File: src/rtl/prog_ctrl_pkg.sv
// Shared constants for the program-load sequencer: state encoding,
// memory-select bit and datapath widths.
package prog_ctrl_pkg;

  localparam int unsigned ADR_W       = 15;
  localparam int unsigned WR_ADR_W    = 14;
  localparam int unsigned DAT_W       = 32;
  localparam int unsigned MEM_SEL_BIT = 14;
  localparam int unsigned SETTLE_W    = 8;

  typedef enum logic [1:0] {
    ST_RUN    = 2'b00,
    ST_PROG   = 2'b01,
    ST_SETTLE = 2'b10,
    ST_ABORT  = 2'b11
  } state_t;

endpackage

File: src/rtl/rise_detect.sv
// One-cycle rising-edge detector: history flop plus combinational rise.
module rise_detect (
  input  logic clock,
  input  logic reset,
  input  logic sig_i,
  output logic rise_o
);

  logic prev_q;

  always_ff @(posedge clock or posedge reset) begin
    if (reset) prev_q <= 1'b0;
    else       prev_q <= sig_i;
  end

  assign rise_o = sig_i & ~prev_q;

endmodule

File: src/rtl/prog_load_ctrl.sv
// Sequencer/arbiter for instruction and data memory write ports shared
// between the CPU core and the UART programmer.
module prog_load_ctrl
  import prog_ctrl_pkg::*;
#(
  parameter int unsigned SETTLE_CYCLES  = 16,
  parameter int unsigned TIMEOUT_CYCLES = 20_000_000,
  parameter int unsigned CNT_W          = 16
) (
  input  logic                clock,
  input  logic                reset,
  input  logic                start_pg_i,
  input  logic                upg_wen_i,
  input  logic [ADR_W-1:0]    upg_adr_i,
  input  logic [DAT_W-1:0]    upg_dat_i,
  input  logic                upg_done_i,
  input  logic                cpu_wen_i,
  output logic                rom_wen_o,
  output logic                ram_wen_o,
  output logic                ram_sel_upg_o,
  output logic [WR_ADR_W-1:0] wr_adr_o,
  output logic [DAT_W-1:0]    wr_dat_o,
  output logic                cpu_rst_o,
  output logic                upg_rst_o,
  output logic [1:0]          state_o,
  output logic                err_o,
  output logic [CNT_W-1:0]    word_cnt_o
);

  localparam int unsigned TMR_W = $clog2(TIMEOUT_CYCLES + 1);
  localparam logic [TMR_W-1:0]    TMR_MAX     = TMR_W'(TIMEOUT_CYCLES);
  localparam logic [SETTLE_W-1:0] SETTLE_LAST = SETTLE_W'(SETTLE_CYCLES - 1);

  state_t              state_q, state_d;
  logic [CNT_W-1:0]    cnt_q, cnt_d;
  logic [TMR_W-1:0]    tmr_q, tmr_d;
  logic [SETTLE_W-1:0] settle_q, settle_d;
  logic                err_d;
  logic                start_rise, done_rise;

  rise_detect u_start_rise (
    .clock  (clock),
    .reset  (reset),
    .sig_i  (start_pg_i),
    .rise_o (start_rise)
  );

  rise_detect u_done_rise (
    .clock  (clock),
    .reset  (reset),
    .sig_i  (upg_done_i),
    .rise_o (done_rise)
  );

  // Next-state, counters and timers
  always_comb begin
    state_d  = state_q;
    cnt_d    = cnt_q;
    tmr_d    = tmr_q;
    settle_d = settle_q;
    err_d    = err_o;
    unique case (state_q)
      ST_RUN, ST_ABORT: begin
        if (start_rise) begin
          state_d = ST_PROG;
          cnt_d   = '0;
          tmr_d   = '0;
          err_d   = 1'b0;
        end
      end
      ST_PROG: begin
        if (upg_wen_i) begin
          cnt_d = cnt_q + CNT_W'(1);
          tmr_d = '0;
        end else if (tmr_q != TMR_MAX) begin
          tmr_d = tmr_q + TMR_W'(1);
        end
        // done beats a simultaneous timeout
        if (done_rise) begin
          state_d  = ST_SETTLE;
          settle_d = '0;
        end else if (tmr_d == TMR_MAX) begin
          state_d = ST_ABORT;
          err_d   = 1'b1;
        end
      end
      ST_SETTLE: begin
        if (settle_q == SETTLE_LAST) state_d  = ST_RUN;
        else                         settle_d = settle_q + SETTLE_W'(1);
      end
      default: ;
    endcase
  end

  always_ff @(posedge clock or posedge reset) begin
    if (reset) begin
      state_q       <= ST_RUN;
      cnt_q         <= '0;
      tmr_q         <= '0;
      settle_q      <= '0;
      err_o         <= 1'b0;
      cpu_rst_o     <= 1'b0;
      upg_rst_o     <= 1'b1;
      ram_sel_upg_o <= 1'b0;
    end else begin
      state_q       <= state_d;
      cnt_q         <= cnt_d;
      tmr_q         <= tmr_d;
      settle_q      <= settle_d;
      err_o         <= err_d;
      cpu_rst_o     <= (state_d != ST_RUN);
      upg_rst_o     <= (state_d != ST_PROG);
      ram_sel_upg_o <= (state_d == ST_PROG);
    end
  end

  // Write enables are the only combinational outputs, gated by registered state
  always_comb begin
    rom_wen_o = 1'b0;
    ram_wen_o = 1'b0;
    unique case (state_q)
      ST_RUN:  ram_wen_o = cpu_wen_i;
      ST_PROG: begin
        rom_wen_o = upg_wen_i & ~upg_adr_i[MEM_SEL_BIT];
        ram_wen_o = upg_wen_i &  upg_adr_i[MEM_SEL_BIT];
      end
      default: ;
    endcase
  end

  assign wr_adr_o   = upg_adr_i[WR_ADR_W-1:0];
  assign wr_dat_o   = upg_dat_i;
  assign state_o    = state_q;
  assign word_cnt_o = cnt_q;

endmodule

File: config.mk
export PLATFORM = sky130hd
export DESIGN_NAME = prog_load_ctrl
export DESIGN_NICKNAME = d
export VERILOG_FILES = /design/src/rtl/prog_ctrl_pkg.sv /design/src/rtl/rise_detect.sv /design/src/rtl/prog_load_ctrl.sv
export SDC_FILE = /design/constraint.sdc
export NUM_CORES = 1
export LEC_CHECK = 0
export ABC_AREA = 1
export CAP_MARGIN = 20
export CORE_ASPECT_RATIO = 0.9
export CORE_MARGIN = 4
export CORE_UTILIZATION = 40
export CTS_BUF_LIST = sky130_fd_sc_hd__clkbuf_16
export CTS_CLUSTER_DIAMETER = 50
export CTS_CLUSTER_SIZE = 14
export DETAILED_ROUTE_END_ITERATION = 16
export MAX_ROUTING_LAYER = met4
export PLACE_DENSITY = 0.7
export SKIP_LAST_GASP = 1
export SYNTH_ARGS = -nofsm -noshare
export SYNTH_HDL_FRONTEND = slang
export SYNTH_HIERARCHICAL = 1
export SYNTH_SLANG_ARGS = --single-unit
File: constraint.sdc
create_clock -name clock -period 2.76 [get_ports clock]
set_clock_uncertainty 0.15 [all_clocks]
set_input_delay 0.414 -clock clock [delete_from_list [all_inputs] [get_ports clock]]
set_output_delay 0.414 -clock clock [all_outputs]
set_load 0.01 [all_outputs]
### After elaboration in Yosys (flattened, before gate mapping)

Index checks and enable logic that the tools add are counted.
Widths: inputs -> output; s select.

* word-level logic and storage cells: 65
* bits in registers: 57
* input port bits: 53
* output and inout bits: 70

* reduce and logical (&&, ||, !) cells: 9
* equal/unequal tests: 14
* add/subtract/negate cells: 3
* muxes and demuxes: 22
* bitwise logic cells: 7

Operators with widths (count)
* $mux 25: 4
* $pmux 25 s2: 1
* $mux 16: 2
* $pmux 16 s2: 1
* $add 25x1->25 const B: 1
* $eq 25x25->1 const B: 1
* $ne 25x25->1 const B: 1
* $add 16x1->16 const B: 1
* $mux 8: 2
* $pmux 8 s2: 1
* $ne 2x2->1 const B: 6
* $add 8x1->8 const B: 1
* $eq 8x4->1 const B: 1
* $mux 2: 4
* $pmux 2 s3: 1
* $reduce_and 3->1: 2
* $reduce_bool 2->1: 3
* $and 1x1->1: 4
* $eq 2x1->1 const B: 2
* $eq 2x2->1 const B: 2
* $mux 1: 4
* $pmux 1 s2: 2
* $reduce_and 4->1: 1
* $not 1->1: 3
* 4 further kinds: 4

### Depth between registers and ports, before layout

Gate-level depths: netlist of run 1.

* depth in word-level cells: 9
* gate-level depth with buffers: 18
* gate-level depth less buffers: 18

### By module

Netlist of run 1, hierarchy kept.

By module, submodules not included
* prog_load_ctrl: seq. area each 1377.6 µm², area an instance 3822.4 µm², instances 1, cells each 534
* rise_detect: seq. area each 25.0 µm², area an instance 38.8 µm², instances 2, cells each 4

### Least setup slack after synthesis of run 1

No wires, ideal clock.

* path kind: reg2reg
* start: reg state_q[0], in the netlist state_o[0]
* end: reg cnt_q[14], in the netlist word_cnt_o[14]
* arrival: 2038 ps
* setup time: 123 ps
* data required time: 2487 ps
* clock period less this slack: 2311 ps
* cell stages (with the launch flop): 16
* path slack: 449 ps
* cell sequence: dfrtp_1 inv_1 ha_1 nor2_1 inv_2 o21ai_2 inv_1 o21ai_1 inv_2 nand3_1 inv_1 nand2_1 nor2_1 nand3_1 o21ai_0 a21oi_1

* cells in the longest elaborated chain, start to end: 4
* elaborated cells on any way between the ends: 9
* classes of those cells: eq/ne (4); mux (1); reduce/logical (4)

Ends and longest elaborated chain
* from (decl): RTL line prog_load_ctrl.sv:34 `state_t state_q, state_d;`
* from (signal assigned): RTL line prog_load_ctrl.sv:106 `state_q <= state_d;`
* $eq 2x2->1 or $logic_not 2->1 (tied branches): RTL line prog_load_ctrl.sv:62 `unique case (state_q)`
* $reduce_or 2->1: RTL line prog_load_ctrl.sv:62
* $ne 2x2->1 (no line) or $reduce_bool 2->1 (tied branches)
* $reduce_and 3->1 (no line)
* to (signal assigned): RTL line prog_load_ctrl.sv:107 `cnt_q <= cnt_d;`
* to (decl): RTL line prog_load_ctrl.sv:35 `logic [CNT_W-1:0] cnt_q, cnt_d;`

Parallel ways exist; a longest one is shown, timed or not.
A chain may end at the register's enable or synchronous reset.

### Final worst setup path of run 1

* start: reg state_q[1], in the netlist state_o[1]
* end: out rom_wen_o

* cells in the longest elaborated chain, start to end: 2

Ends and longest elaborated chain
* $eq 2x1->1: RTL line prog_load_ctrl.sv:121 `unique case (state_q)`
* $mux 1: RTL line prog_load_ctrl.sv:121
* to (decl): RTL line prog_load_ctrl.sv:18 `output logic rom_wen_o,`

Every way passes these cells.

==> results of run 1 <==
## through the flow
step | std cells | hold slack [ns]
6_report | 666 | 0.155
5_1_grt | 666 | 0.191
4_1_cts | 666 | 0.148
3_5_place_dp | 650 | 0.301
3_3_place_gp | 650 | 0.295
2_1_floorplan | 542 | -0.00729
## routing by layer
metal  track usage, %  vias to the layer above  wire length (um)
met3             4.06                       40               567
met1             22.1                     1626              4220
met2             27.9                      125              4270
met4             8.78                        0               291
li1                 -                     1710                 -
met5                -                        -                 0
## power breakdown
part	switching [mW]	leakage [nW]	total [mW]	internal [mW]
Combinational	0.656	0.963	1.03	0.378
Clock	0.384	0.140	1.07	0.687
Sequential	0.0562	0.777	0.974	0.918
Total	1.10	1.88	3.08	1.98
## registers in the layout, indices dropped and copies added (netlist names)
signal and flops:
cpu_rst_o 1, tmr_q 25, ram_sel_upg_o 1, state_o 2
settle_q 8, err_o 1, upg_rst_o 1, u_start_rise/prev_q 1
u_done_rise/prev_q 1, word_cnt_o 16
## cells in the final DEF, fill, tap and decap left out, drive strengths merged, types with 3 or more instances in the layout
| cell | synthesis | final |
|---|---|---|
| clkdlybuf4s50 | 0 | 30 |
| dfrtp | 56 | 56 |
| nor3 | 10 | 10 |
| buf | 47 | 11 |
| nor3b | 3 | 3 |
| nand3 | 44 | 44 |
| inv | 78 | 79 |
| nor2 | 78 | 78 |
| nand4 | 10 | 10 |
| xor2 | 3 | 3 |
| nand2 | 102 | 102 |
| a21oi | 20 | 20 |
| clkinv | 2 | 5 |
| o22ai | 18 | 18 |
| ha | 7 | 7 |
| o21ai | 41 | 41 |
| clkbuf | 8 | 9 |
## worst reg2reg max path: stages (launching register included)
cell      delay (ns)
dfrtp_1         0.41
ha_1            0.25
nand2_2         0.07
nor2_2          0.10
nand2_2         0.16
nor2_4          0.18
a21oi_1         0.08
nor2_1          0.20
nand2_1         0.08
nor2_1          0.13
nand3_2         0.13
o21bai_1        0.15
nand2_1         0.06
nand2_1         0.08
nand2_2         0.08
nand2_2         0.08
nor2_2          0.03
## final cells by class
class,count,area share [%]
Clock buffer,9,5.16
Clock inverter,7,1.43
Inverter,80,6.91
Multi-Input combinational cell,350,41.2
Sequential cell,57,32.7
Tap cell,122,3.50
Timing Repair Buffer,41,9.06
## kinds of logic after synthesis
| kind of cell | count (synthesis) | share of synthesized area, % |
|---|---|---|
| XOR/XNOR | 3 | 0.674 |
| flip-flops | 57 | 36.6 |
| AND/OR/NAND/NOR | 251 | 29.5 |
| buffers and inverters | 135 | 17.5 |
| adder cells (fa/ha/maj) | 7 | 2.25 |
| AO/OA/AOI/OAI | 89 | 13.5 |
## worst paths after layout
kind | start | end | cells past startpoint
max | state_o[1] | rom_wen_o | 5
min | reset | u_start_rise/prev_q | 2
max reg2reg | tmr_q[0] | ram_sel_upg_o | 16
min reg2reg | settle_q[2] | settle_q[2] | 1
max in group asynchronous | reset | tmr_q[16] | 3
min in group clock | settle_q[2] | settle_q[2] | 1
## what timing repair did
item,CTS,global route
buffers inserted,0,0
gates cloned,0,0
gates resized for setup,1,3
endpoints found under the setup margin,1,4
==> results.py, run 1 <==
metrics = {
    "run_status": {
        "status": "completed",
    },
    "worst_setup_path": {
        "reg2reg_setup_slack_ns": 0.23,
        "startpoint_type_of_the_worst_setup_path": "register",
        "crit_path_cell_trace": "inv_1, ha_2, inv_1, nor3_2, clkdlybuf4s50_1",
        "crit_buf_inv": 3,
        "timing.critical_path.slowest_stage_cell": "clkdlybuf4s50_1",
        "critPathMaxStageDelay_ns": 0.58,
        "cp_top_family": "buffers and inverters",
        "worstSetupEndpointType": "output port",
        "cp_max_fo": 8,
        "crit_type": "reg2out",
        "worst_endpoint_required_time_ns": 2.20,
        "worst-endpoint-arrival_ns": 2.03,
        "critical-path-top-cell-by-count": "inv_1",
    },
    "cts": {
        "tritoncts": "done",
        "hold_buffer_count_at_cts": 0,
        "clock_latency_ns": 0.33,
        "tritoncts_num_sinks": 57,
        "cts-buffers-inserted": 9,
        "cts_buffer_depth": 2,
        "cts_htree_levels": 3,
        "path_clk_slew_ns": 0.05,
        "cts_root_cell": "clkbuf_16",
    },
    "sta": {
        "timing_max_transition_violations_final": 0,
        "timing.final.setup_violations": 0,
        "timing.final.ws_setup_ns": 0.162,
        "hold_fails_final_rpt": 0,
        "max_freq_mhz": 385,
        "max-slew-margin-rel_pct": 71.4,
        "tightest_slew_ns": 0.427,
        "final.period_utilization_pct": 94.1,
        "setup_repair_after_global_routing_missed_its_margin": "true",
        "final.setup.tns_ns": 0,
        "post-route-min-period_ns": 2.60,
    },
    "final_layout": {
        "areaGrowthSynthToFinish_pct": 11.9,
        "layout.core_utilization_pct": 47.0,
        "final_layout_size_suffix_gt1_share_pct": 13.4,
        "antenna-diode-count": 0,
        "area_of_the_multi_input_gates_sq_um": 1800,
        "fin_nets": 599,
        "finalInstanceArea_sq_um": 4370,
        "sequential_cell_area_sq_um": 1430,
        "fill_cells": 895,
    },
    "global_route": {
        "via_count_of_the_first_global_routing_pass": 3374,
        "first_pass_grt_wire_length_mm": 16.1,
        "grt_util_all_layers_pct": 17.9,
        "grt_max_degree": 43,
        "globalRoute.totalOverflow": 0,
        "grt_antenna_before_repair": 0,
    },
    "yosys": {
        "netlist_top_cells_area": "dfrtp_1 36%, buf_4 8.9%, nand2_1 8.8%",
        "synth.top_cell.area_share_pct": 35.9,
        "ys_seq_area_share_pct": 36.6,
        "synthCells": 542,
        "synthesis.area_per_instance_sq_um": 7.20,
        "synth_ff_type": "dfrtp_1",
        "yosys.cell_types.count": 40,
        "syn-num-nets": 602,
        "yosysTopAreaCell": "dfrtp_1",
        "ys.warnings.count": 6,
        "yosysMostFrequentCell": "nand2_1",
        "synthArstFlopShare_pct": 100,
        "synth_enable_flop_cells": 0,
        "post_synth_instance_area_sq_um": 3900,
        "yosys-top-cells-count": "91 x nand2_1, 73 x inv_1, 64 x nor2_1",
        "synth-seq-cells": 57,
    },
    "die": {
        "core_sq_um": 9290,
        "rows": 33,
        "die_height_um": 102,
        "die-width_um": 112,
        "floorplan.initialDensity_pct": 42.0,
        "design.die.area_sq_um": 11400,
        "ioPinCount": 123,
    },
    "detailed_routing": {
        "drt_first_iter_violations": 235,
        "post_drt_via_cell_ratio": 5.26,
        "drc_errors": 0,
        "drt_pass1_iterations": 5,
        "postRouteWirelength_mm": 9.35,
        "detail-route-antenna-nets": 0,
        "detail_route.wl_per_cell_um": 14.0,
        "vias": 3501,
    },
    "placement": {
        "place_congestion": 0.919,
        "io_buffers": 30,
        "placement.cell_area_sq_um": 4070,
        "dpl_worst_slack_ns": 0.149,
        "place_hpwl_mm": 6.95,
    },
    "flow_run": {
        "maxCapViolations": 0,
    },
    "power_and_ir_drop": {
        "vdd.ir_drop.worst_uv": 552,
        "power.density_nw_per_um2": 705,
        "p_leak_nw": 1.88,
        "power_mw": 3.08,
    },
    "worst_hold_path": {
        "min-delay-path-class": "in2async",
    },
}
No activity file was read; power rests on OpenSTA's default activity.
==> inputs of run 2 (changes only) <==
Settings changed: CORE_UTILIZATION 40 to 30, PLACE_DENSITY 0.7 to default, SLEW_MARGIN from default to 30.
Clock period 2.76 ns to 3.3 ns, I/O delays scaled along.
==> results.py, run 2 (synthesis gave the netlist of run 1 again) <==
metrics = {
    "cts": {
        "tritoncts_num_sinks": 57,
        "cts_htree_levels": 3,
        "cts-buffers-inserted": 9,
        "cts_post_setup_buffers_inserted": 0,
        "path_clk_slew_ns": 0.06,
        "clock_latency_ns": 0.33,
        "tritoncts": "done",
        "post_cts.resized_instances": 0,
        "hold_buffer_count_at_cts": 0,
        "cts_buffer_depth": 2,
        "cts_root_cell": "clkbuf_16",
    },
    "placement": {
        "place_congestion": 0.902,
        "dpl_worst_slack_ns": 0.473,
        "dp_cells": 689,
        "io_buffers": 30,
        "place_hpwl_mm": 7.33,
    },
    "worst_setup_path": {
        "startpoint_type_of_the_worst_setup_path": "primary input",
        "worstSetupEndpointType": "output port",
        "crit_type": "in2out",
        "r2r.worst_path.cells": 15,
        "worst-endpoint-arrival_ns": 2.13,
        "reg2reg_setup_slack_ns": 0.62,
        "worst_endpoint_required_time_ns": 2.65,
        "cp_max_fo": 10,
    },
    "final_layout": {
        "fin_nets": 596,
        "final_layout_size_suffix_gt1_share_pct": 12.6,
        "layout.core_utilization_pct": 35.0,
        "areaGrowthSynthToFinish_pct": 13.7,
        "fill_cells": 1347,
        "mostFrequentLayoutCells": "91 x nand2_1, 72 x inv_1, 64 x nor2_1, 56 x dfrtp_1, 40 x nand3_1",
        "layout.cells.most_common": "nand2_1",
        "top_register": "tmr_q",
        "largest_register_ffs": 25,
        "antenna-diode-count": 0,
        "instances_no_fill": 705,
    },
    "sta": {
        "hold_fails_final_rpt": 0,
        "max-slew-margin-rel_pct": 57.9,
        "timing.final.setup_violations": 0,
        "setup_repair_after_global_routing_missed_its_margin": "false",
        "final.hold.worst_slack_ns": 0.231,
        "post-route-min-period_ns": 2.77,
        "final.setup.tns_ns": 0,
        "tightest_slew_ns": 0.631,
        "timing.final.ws_setup_ns": 0.526,
        "final.period_utilization_pct": 84.1,
        "max_freq_mhz": 360,
        "timing_max_transition_violations_final": 0,
    },
    "detailed_routing": {
        "drc_errors": 0,
        "detail-route-antenna-nets": 0,
        "postRouteWirelength_mm": 9.69,
        "detail_route.wl_per_cell_um": 13.7,
        "drt_first_iter_violations": 268,
        "drt_pass1_iterations": 5,
        "vias": 3461,
        "post_drt_via_cell_ratio": 4.91,
    },
    "worst_hold_path": {
        "min-delay-path-class": "in2async",
    },
    "flow_run": {
        "maxCapViolations": 0,
    },
    "die": {
        "rows": 39,
        "ioPinCount": 123,
        "core_sq_um": 12700,
        "design.die.area_sq_um": 14900,
        "die_height_um": 116,
        "die-width_um": 128,
        "floorplan.initialDensity_pct": 30.7,
    },
    "global_route": {
        "grt_util_all_layers_pct": 14.0,
        "grt_antenna_before_repair": 0,
        "via_count_of_the_first_global_routing_pass": 3382,
        "first_pass_grt_wire_length_mm": 16.5,
        "globalRoute.totalOverflow": 0,
        "grt_max_degree": 29,
    },
    "power_and_ir_drop": {
        "p_leak_nw": 1.89,
        "power.density_nw_per_um2": 622,
        "vdd.ir_drop.worst_uv": 409,
    },
    "run_status": {
        "status": "completed",
    },
}
## run 2: cell types whose count changed in the layout (fill, tap and decap cells not counted), moves of 2 or more
cell / previous run / this run
buf_4: 10 / 8
clkinvlp_4: 2 / 0
inv_6: 0 / 2
clkinv_4: 0 / 2
bufinv_16: 1 / 3
clkinv_2: 3 / 1
## run 2: cell type report
class | count | area (sq um) | share of cell area (%)
Sequential cell | 57 | 1430 | 32.2
Clock inverter | 7 | 125 | 2.82
Multi-Input combinational cell | 350 | 1790 | 40.4
Tap cell | 164 | 205 | 4.63
Timing Repair Buffer | 38 | 360 | 8.13
Inverter | 80 | 302 | 6.80
Clock buffer | 9 | 225 | 5.08
## run 2: worst max-delay path, stage by stage
cell and delay, ns:
clkdlybuf4s50_1 0.49, clkinv_1 0.32, nor3_1 0.25, clkdlybuf4s50_1 0.57
## run 2: report_power, final
part / total, mW / switching (mW) / internal (mW)
Clock: 1.10 / 0.353 / 0.745
Combinational: 0.847 / 0.561 / 0.286
Sequential: 0.814 / 0.0487 / 0.766
## run 2: routing by layer
layer	part of all wire, %	global-route usage (%)
met5	0	-
met3	5.5	3.25
met1	48	18.6
met2	44	20.9
met4	2.5	5.45
## run 2: per-stage QoR
step / area (sq um) / power (mW)
floorplan: 3900 / 1.40
global placement: 4080 / 1.65
detailed placement: 4080 / 1.67
CTS: 4430 / 2.78
global route: 4430 / 2.91
finish: 4430 / 2.76
## run 2: final timing paths
check / startpoint / to
worst min register to register: word_cnt_o[15] / word_cnt_o[15]
worst max-delay path: upg_wen_i / rom_wen_o
worst min-delay path: reset / u_done_rise/prev_q
worst max register to register: state_o[0] / word_cnt_o[14]
min in group clock: word_cnt_o[15] / word_cnt_o[15]
max in group asynchronous: reset / word_cnt_o[6]
